===== src/rtl/mem_port_arbiter.sv =====
// Round-robin arbiter sharing the data-memory port between fetch (0) and load/store (1).
// Each access runs request -> grant/mem_start -> mem_done (or watchdog abort) -> done/err.
module mem_port_arbiter #(
   parameter int TIMEOUT = 16,
   parameter int CW      = 8
) (
   input  logic       clk,
   input  logic       reset,
   input  logic [1:0] req,
   input  logic       mem_done,
   output logic [1:0] grant,
   output logic       sel,
   output logic       mem_start,
   output logic [1:0] done,
   output logic [1:0] err,
   output logic [0:0] state_dbg
);

   localparam logic [0:0] IDLE = 1'b0;
   localparam logic [0:0] BUSY = 1'b1;
   localparam logic [CW-1:0] LAST_CNT = CW'(TIMEOUT - 1);

   // Handshake: a requester holds req[i] until it sees done[i] or err[i]; grant is the
   // one-hot owner, mem_start pulses once per access, and mem_done closes it.
   logic [0:0]    state;
   logic          last;
   logic [CW-1:0] cnt;
   logic [1:0]    eff;
   logic          pick;

   // A requester is ignored in the cycle its own done/err pulse is showing.
   always_comb begin
      eff  = req & ~done & ~err;
      pick = (eff == 2'b11) ? ~last : eff[1];
   end

   assign state_dbg = state;

   always_ff @(posedge clk) begin
      if (reset) begin
         state     <= IDLE;
         grant     <= 2'b00;
         sel       <= 1'b0;
         mem_start <= 1'b0;
         done      <= 2'b00;
         err       <= 2'b00;
         cnt       <= '0;
         last      <= 1'b1;
      end else begin
         mem_start <= 1'b0;
         done      <= 2'b00;
         err       <= 2'b00;
         case (state)
            IDLE: begin
               if (eff != 2'b00) begin
                  state     <= BUSY;
                  grant     <= pick ? 2'b10 : 2'b01;
                  sel       <= pick;
                  mem_start <= 1'b1;
                  cnt       <= '0;
               end
            end
            BUSY: begin
               // mem_done takes priority over a watchdog expiry in the same cycle.
               if (mem_done) begin
                  state <= IDLE;
                  grant <= 2'b00;
                  done  <= grant;
                  last  <= sel;
               end else if (cnt == LAST_CNT) begin
                  state <= IDLE;
                  grant <= 2'b00;
                  err   <= grant;
                  last  <= sel;
               end else begin
                  cnt <= cnt + 1'b1;
               end
            end
            default: state <= IDLE;
         endcase
      end
   end

endmodule

===== config.mk =====
export PLATFORM = sky130hd
export DESIGN_NAME = mem_port_arbiter
export DESIGN_NICKNAME = d
export VERILOG_FILES = /design/src/rtl/mem_port_arbiter.sv
export SDC_FILE = /design/constraint.sdc
export NUM_CORES = 1
export LEC_CHECK = 0
export ABC_CLOCK_PERIOD_IN_PS = 4700
export BUFFER_PORTS_ARGS = -buffer_cell sky130_fd_sc_hd__buf_2
export CAP_MARGIN = 25
export CORE_MARGIN = 2
export CORE_UTILIZATION = 57
export DETAILED_ROUTE_END_ITERATION = 10
export HOLD_SLACK_MARGIN = 0.15
export PLACE_DENSITY_LB_ADDON = 0.05
export SLEW_MARGIN = 20
export SYNTH_ARGS = -nofsm -noshare
export SYNTH_HDL_FRONTEND = slang
export SYNTH_SLANG_ARGS = --single-unit

===== constraint.sdc =====
create_clock -name clk -period 4.7 [get_ports clk]
set_input_delay 0.705 -clock clk [delete_from_list [all_inputs] [get_ports clk]]
set_output_delay 0.705 -clock clk [all_outputs]
set_load 0.03 [all_outputs]

==> impl_metrics.yaml, run 1 <==
detailed_routing:
  first_pass_iters: 4
  drc: 0
  via_count: 724
  wl_per_cell_um: 15.51
  route.final.wire_length_um: 1753
  postRouteAntennaNets: 0
  via_per_inst: 6.407
  drtIter0Drc: 16
worst_setup_path:
  r2r_cells: 4
  path_max_fanout: 13
  crit_required_ps: 3990
  crit_type: "flop to primary output"
  reg2reg_to: "cnt[7]$_SDFFE_PP0P_"
  cp-start-kind: "flop"
  cp_slowest_cell: "dfxtp_1"
  cp_num_buf_inv: 1
  r2r_slack_ps: 3020
  endpoint_kind: "primary output"
  crit_path_max_incr_delay_ps: 570
  reg2reg_from: "cnt[4]$_SDFFE_PP0P_"
  crit_chain: "buf_2"
  crit_family: "flip-flops"
  cp_data_arrival_time_ps: 1140
sta:
  rsz0062_at_grt: "no"
  fmax_mhz: 542.7
  worstMarginPinSlew_ps: 528.6
  min_period_ps: 1843
  slew_headroom_pct: 64.69
  finalCritPeriodShare_pct: 39.21
  setup_violations: 0
  final-hold-violation-count: 0
  slew_viol_final: 0
  fin_skew_ps: 3.009
  fin_hold_ws_ps: 519.2
  tns_ps: 0
power:
  power.density_nw_per_um2: 315.3
  irDropWorstVdd_mv: 0.2134
  power.leakage_uw: 0.0003687
  comb_power_share_pct: 13.3
  p_int_uw: 219.0
  switching_share_pct: 26.58
  pwr-share-seq_pct: 54.8
  pwr-share-clk_pct: 31.8
  p_sw_uw: 79.26
finish:
  fillers: 112
  diodes: 0
  nets: 105
  drive_above_1_share_pct: 30.61
  stdcell_area_um2: 945.9
  syn_to_final_growth_pct: 12.00
  seqCellArea_um2: 360.3
  multi_input_area_um2: 454.2
flow_run:
  max-cap-violations: 0
clocking:
  postCtsHoldBufs: 0
  post_cts_buffers: 0
  numCtsBuffers: 3
  cts-resized-gates: 0
  clkTransAtPathRegs_ps: 100
  cts_root_buffer: "clkbuf_4"
  cts_tree: "yes"
  cts_buffer_depth: 2
  clkSinkCount: 18
  cts_max_level: 1
  insertion_delay_ps: 290
die:
  core_um2: 1350
  die_y_um: 42.49
  dieWidth_um: 42.49
  rows: 13
  initial_core_util_pct: 62.56
  num_io_pins: 14
  dieArea_um2: 1805
grt:
  met2_usage_pct: 32.00
  antenna_found_initial: 0
  grt-ovfl-total: 0
  grt_pass1_wl_um: 2960
  grt_use_total_pct: 21.23
  top_usage_layer: "met2"
  met1_usage_pct: 30.75
  met3_usage_pct: 3.017
  grt_pass1_vias: 634
  grt_max_degree: 14
logic_synthesis:
  ys_ff_latch: 18
  yosys-top-cells-count: "dfxtp_1, nor2_1, nand2_1, nand3_1"
  post_synth_num_cell_types: 40
  syn_area_um2: 844.6
  syn_area_per_cell_um2: 10.05
  yosysMostFrequentCell: "dfxtp_1"
  yosysTopAreaCell: "dfxtp_1"
  ys_seq_area_share_pct: 42.67
  yosys_warnings: 0
  synthArstFlopShare_pct: 0
  syn_nets: 90
  synth-main-ff-cell: "dfxtp_1"
  synth_top_area_share_pct: 42.67
  synthTopCellsByArea: "dfxtp_1, nor2_1, a311oi_2"
  synth_edf_count: 0
  syn_inst: 84
hold_path:
  holdPathEnd: "grant[1]$_SDFFE_PP0P_"
  hold_path_class: "flop to flop"
  worstHoldStart: "grant[1]$_SDFFE_PP0P_"
  hold_path_depth: 2
placement:
  dpl_cell_area_um2: 909.6
  globalplace.congestion: 0.7828
  portBuffers: 13
  hpwl_um: 1310
outcome:
  status: "finished, final reports clean"
per-stage QoR:
stage / util (%) / cells / total power (µW) / setup slack, ps
after global placement: 67.38 / 109 / 205.7 / 2752
after CTS: 70.06 / 113 / 299.7 / 2868
after detailed placement: 67.38 / 109 / 206.1 / 2755
after global routing: 70.06 / 113 / 311.6 / 2802
final: 70.06 / 113 / 298.2 / 2857
after floorplan: - / 84 / 194.7 / 2971
layout by cell type, fill, tap and decap left out, drive strengths merged:
master / n
a21bo: 1
a21oi: 1
a2bb2oi: 1
a311o: 1
a311oi: 2
a31o: 3
and3: 3
and4: 3
buf: 13
clkbuf: 4
clkinv: 1
dfxtp: 18
ha: 1
inv: 2
mux2i: 1
nand2: 4
nand2b: 2
nand3: 5
nand4: 3
nor2: 10
nor2b: 1
nor3: 2
nor3b: 3
o21a: 2
o21ai: 3
o21bai: 1
o221a: 1
o22ai: 1
o311ai: 1
o31ai: 1
o32ai: 1
or2b: 1
or4: 1
worst max path at each step:
| stage | startpoint | to | cells after the start |
|---|---|---|---|
| after floorplan | req[0] | cnt[7]$_SDFFE_PP0P_ | 4 |
| after global routing | state_dbg$_SDFF_PP0_ | state_dbg | 1 |
| after global placement | req[0] | cnt[7]$_SDFFE_PP0P_ | 5 |
| after detailed placement | req[0] | cnt[7]$_SDFFE_PP0P_ | 5 |
| final | state_dbg$_SDFF_PP0_ | state_dbg | 1 |
| after CTS | state_dbg$_SDFF_PP0_ | state_dbg | 1 |
flip-flops by register name, indices dropped and copies added (netlist names):
register   flops
cnt            8
done           2
err            2
grant          2
last           1
mem_start      1
sel            1
state_dbg      1
per-layer routing:
| metal | vias up | routed length (µm) |
|---|---|---|
| met1 | 344 | 831 |
| met4 | 0 | 23 |
| met3 | 4 | 102 |
| met5 | - | 0 |
| met2 | 31 | 796 |
| li1 | 345 | - |
layout make-up:
class,count,share of cell area (%)
timing repair buffer,13,6.878
sequential,18,38.10
multi-input combinational,60,48.02
tap,15,1.984
clock buffer,4,3.836
inverter,3,1.190
cells by family after synthesis:
family	count (synthesis)	share of synthesized area, %
fa+ha+maj	1	1.481
compound gates	20	23.71
flops	18	42.67
simple gates	38	27.41
buf+inv	6	3.556
mux	1	1.185
power groups by stage:
stage	logic, µW	clock network (µW)	registers [µW]
2_1_floorplan	22.7	0	172
3_3_place_gp	38.9	0	167
3_5_place_dp	39.3	0	167
4_1_cts	39.5	96.8	163
5_1_grt	43.0	104	164
6_report	39.8	94.9	164
No activity file was read; power rests on OpenSTA's default activity.
==> run 2, diff against run 1 <==
- ABC_CLOCK_PERIOD_IN_PS: 4700 -> 1700
- CORE_UTILIZATION: 57 -> 53
- clock period: 4.7 -> 1.7 ns (I/O delays scaled with it)
==> run 2 against run 1 <==
Core utilization decreased by 4.7 points. Non-clock buffer count increased by 5. Flip-flop and latch count unchanged. Register-to-register slack got worse by 2900 ps. Highest routed layer unchanged. Clock skew decreased by 1.1 ps. Final cell count increased by 5.3%. Global-route usage decreased by 0.63 points. Combinational power increased to 3.1 times the previous value. Critical path depth increased by 3.
==> impl_metrics.yaml, run 2 (same netlist as run 1, synthesis figures left out) <==
outcome:
  status: "finished, final reports clean"
power:
  power.leakage_uw: 0.0003948
  power.density_nw_per_um2: 851.2
  irDropWorstVdd_mv: 0.5632
grt:
  antenna_found_initial: 0
  grt-ovfl-total: 0
  grt_pass1_wl_um: 2918
  grt_use_total_pct: 20.60
  grt_max_degree: 13
  grt_pass1_vias: 669
finish:
  fillers: 122
  layout_commonest_cell: "dfxtp_1"
  finalNonFillerCells: 119
  top_register: "cnt"
  largest_reg_flops: 8
  multi_input_area_um2: 454.2
  seqCellArea_um2: 360.3
  diodes: 0
  syn_to_final_growth_pct: 16.59
  final_cell_mix: "dfxtp_1, buf_2, nor2_1, buf_4"
  postLayoutCoreUtil_pct: 65.37
  nets: 110
  drive_above_1_share_pct: 33.98
detailed_routing:
  via_count: 726
  drc: 0
  route.final.wire_length_um: 1721
  wl_per_cell_um: 14.46
  via_per_inst: 6.101
  first_pass_iters: 4
  postRouteAntennaNets: 0
  drtIter0Drc: 27
sta:
  fin_skew_ps: 1.913
  rsz0062_at_grt: "no"
  worstMarginPinSlew_ps: 338.2
  final-hold-violation-count: 0
  setup_violations: 0
  tns_ps: 0
  finalCritPeriodShare_pct: 95.74
  layout_setup_ws_ps: 72.39
  slew_viol_final: 0
  slew_headroom_pct: 77.40
  min_period_ps: 1628
  fmax_mhz: 614.4
flow_run:
  max-cap-violations: 0
worst_setup_path:
  crit_required_ps: 1890
  crit_family: "simple AND/OR/NAND/NOR gates"
  critPathLaunch: "cnt[6]$_SDFFE_PP0P_"
  cp.depth: 4
  cp_data_arrival_time_ps: 1820
  cp_slowest_cell: "or4_4"
  crit_path_max_incr_delay_ps: 580
  crit_type: "flop to flop"
  r2r_cells: 4
  endpoint: "cnt[7]$_SDFFE_PP0P_"
  reg2reg_from: "cnt[6]$_SDFFE_PP0P_"
  crit_chain: "or4_4 -> o21ai_4 -> nor3_1 -> a311o_1"
  path_max_fanout: 4
  reg2reg_to: "cnt[7]$_SDFFE_PP0P_"
  cp_num_buf_inv: 0
  r2r_slack_ps: 70
  cp-start-kind: "flop"
  endpoint_kind: "flop"
clocking:
  cts_tree: "yes"
  cts_buffer_depth: 2
  post_cts_buffers: 0
  cts_root_buffer: "clkbuf_4"
  clkTransAtPathRegs_ps: 100
  cts-resized-gates: 0
  clkSinkCount: 18
  numCtsBuffers: 3
  insertion_delay_ps: 300
  cts_max_level: 1
  postCtsHoldBufs: 0
placement:
  hpwl_um: 1280
  portBuffers: 13
  pre_cts_ws_ps: 97.45
  globalplace.congestion: 0.7998
  dp.cells: 115
die:
  num_io_pins: 14
  dieArea_um2: 1929
  dieWidth_um: 43.92
  initial_core_util_pct: 56.06
  core_um2: 1506
  rows: 14
  die_y_um: 43.92
hold_path:
  hold_path_class: "input port to flop"
-- run 2: changes by cell type in the layout (fill, tap and decap cells not counted), sizes merged --
cell / delta
buf: +5
-- run 2: how the worst min path moves through the flow --
stage	from	endpoint	slack, ps	cells past startpoint
CTS	reset	cnt[3]$_SDFFE_PP0P_	280	2
finish	reset	mem_start$_SDFF_PP0_	280	2
global placement	sel$_SDFFE_PP0P_	sel$_SDFFE_PP0P_	490	2
detailed placement	grant[0]$_SDFFE_PP0P_	grant[0]$_SDFFE_PP0P_	490	2
floorplan	mem_done	done[0]$_SDFF_PP0_	440	1
global route	reset	cnt[3]$_SDFFE_PP0P_	300	2
-- run 2: layer usage --
layer  part of all wire (%)  GRT usage [%]  vias to the layer above
met4                    2.5          12.73                        0
met2                     47          31.47                       33
met3                    6.4          2.500                        5
li1                       -              -                      357
met5                      0              0                        -
met1                     45          27.53                      331
-- run 2: power breakdown --
group / switching, µW / total, µW / internal (µW)
Combinational: 75.7 / 123 / 47.3
Clock: 136 / 267 / 131
Sequential: 12.0 / 448 / 436
-- run 2: through the flow --
step	cell area, µm²	hold slack [ps]	total power (µW)
6_report	984.7	282.9	838.2
4_1_cts	984.7	281.4	841.5
3_3_place_gp	948.4	494.8	578.6
3_5_place_dp	948.4	495.0	580.0
5_1_grt	984.7	300.1	869.4
2_1_floorplan	844.6	443.5	538.4
-- run 2: area by class of cell --
class,instances,area share [%]
clock buffer,4,3.685
timing repair buffer,18,10.42
inverter,3,1.144
tap,16,2.033
sequential,18,36.59
multi-input combinational,60,46.12
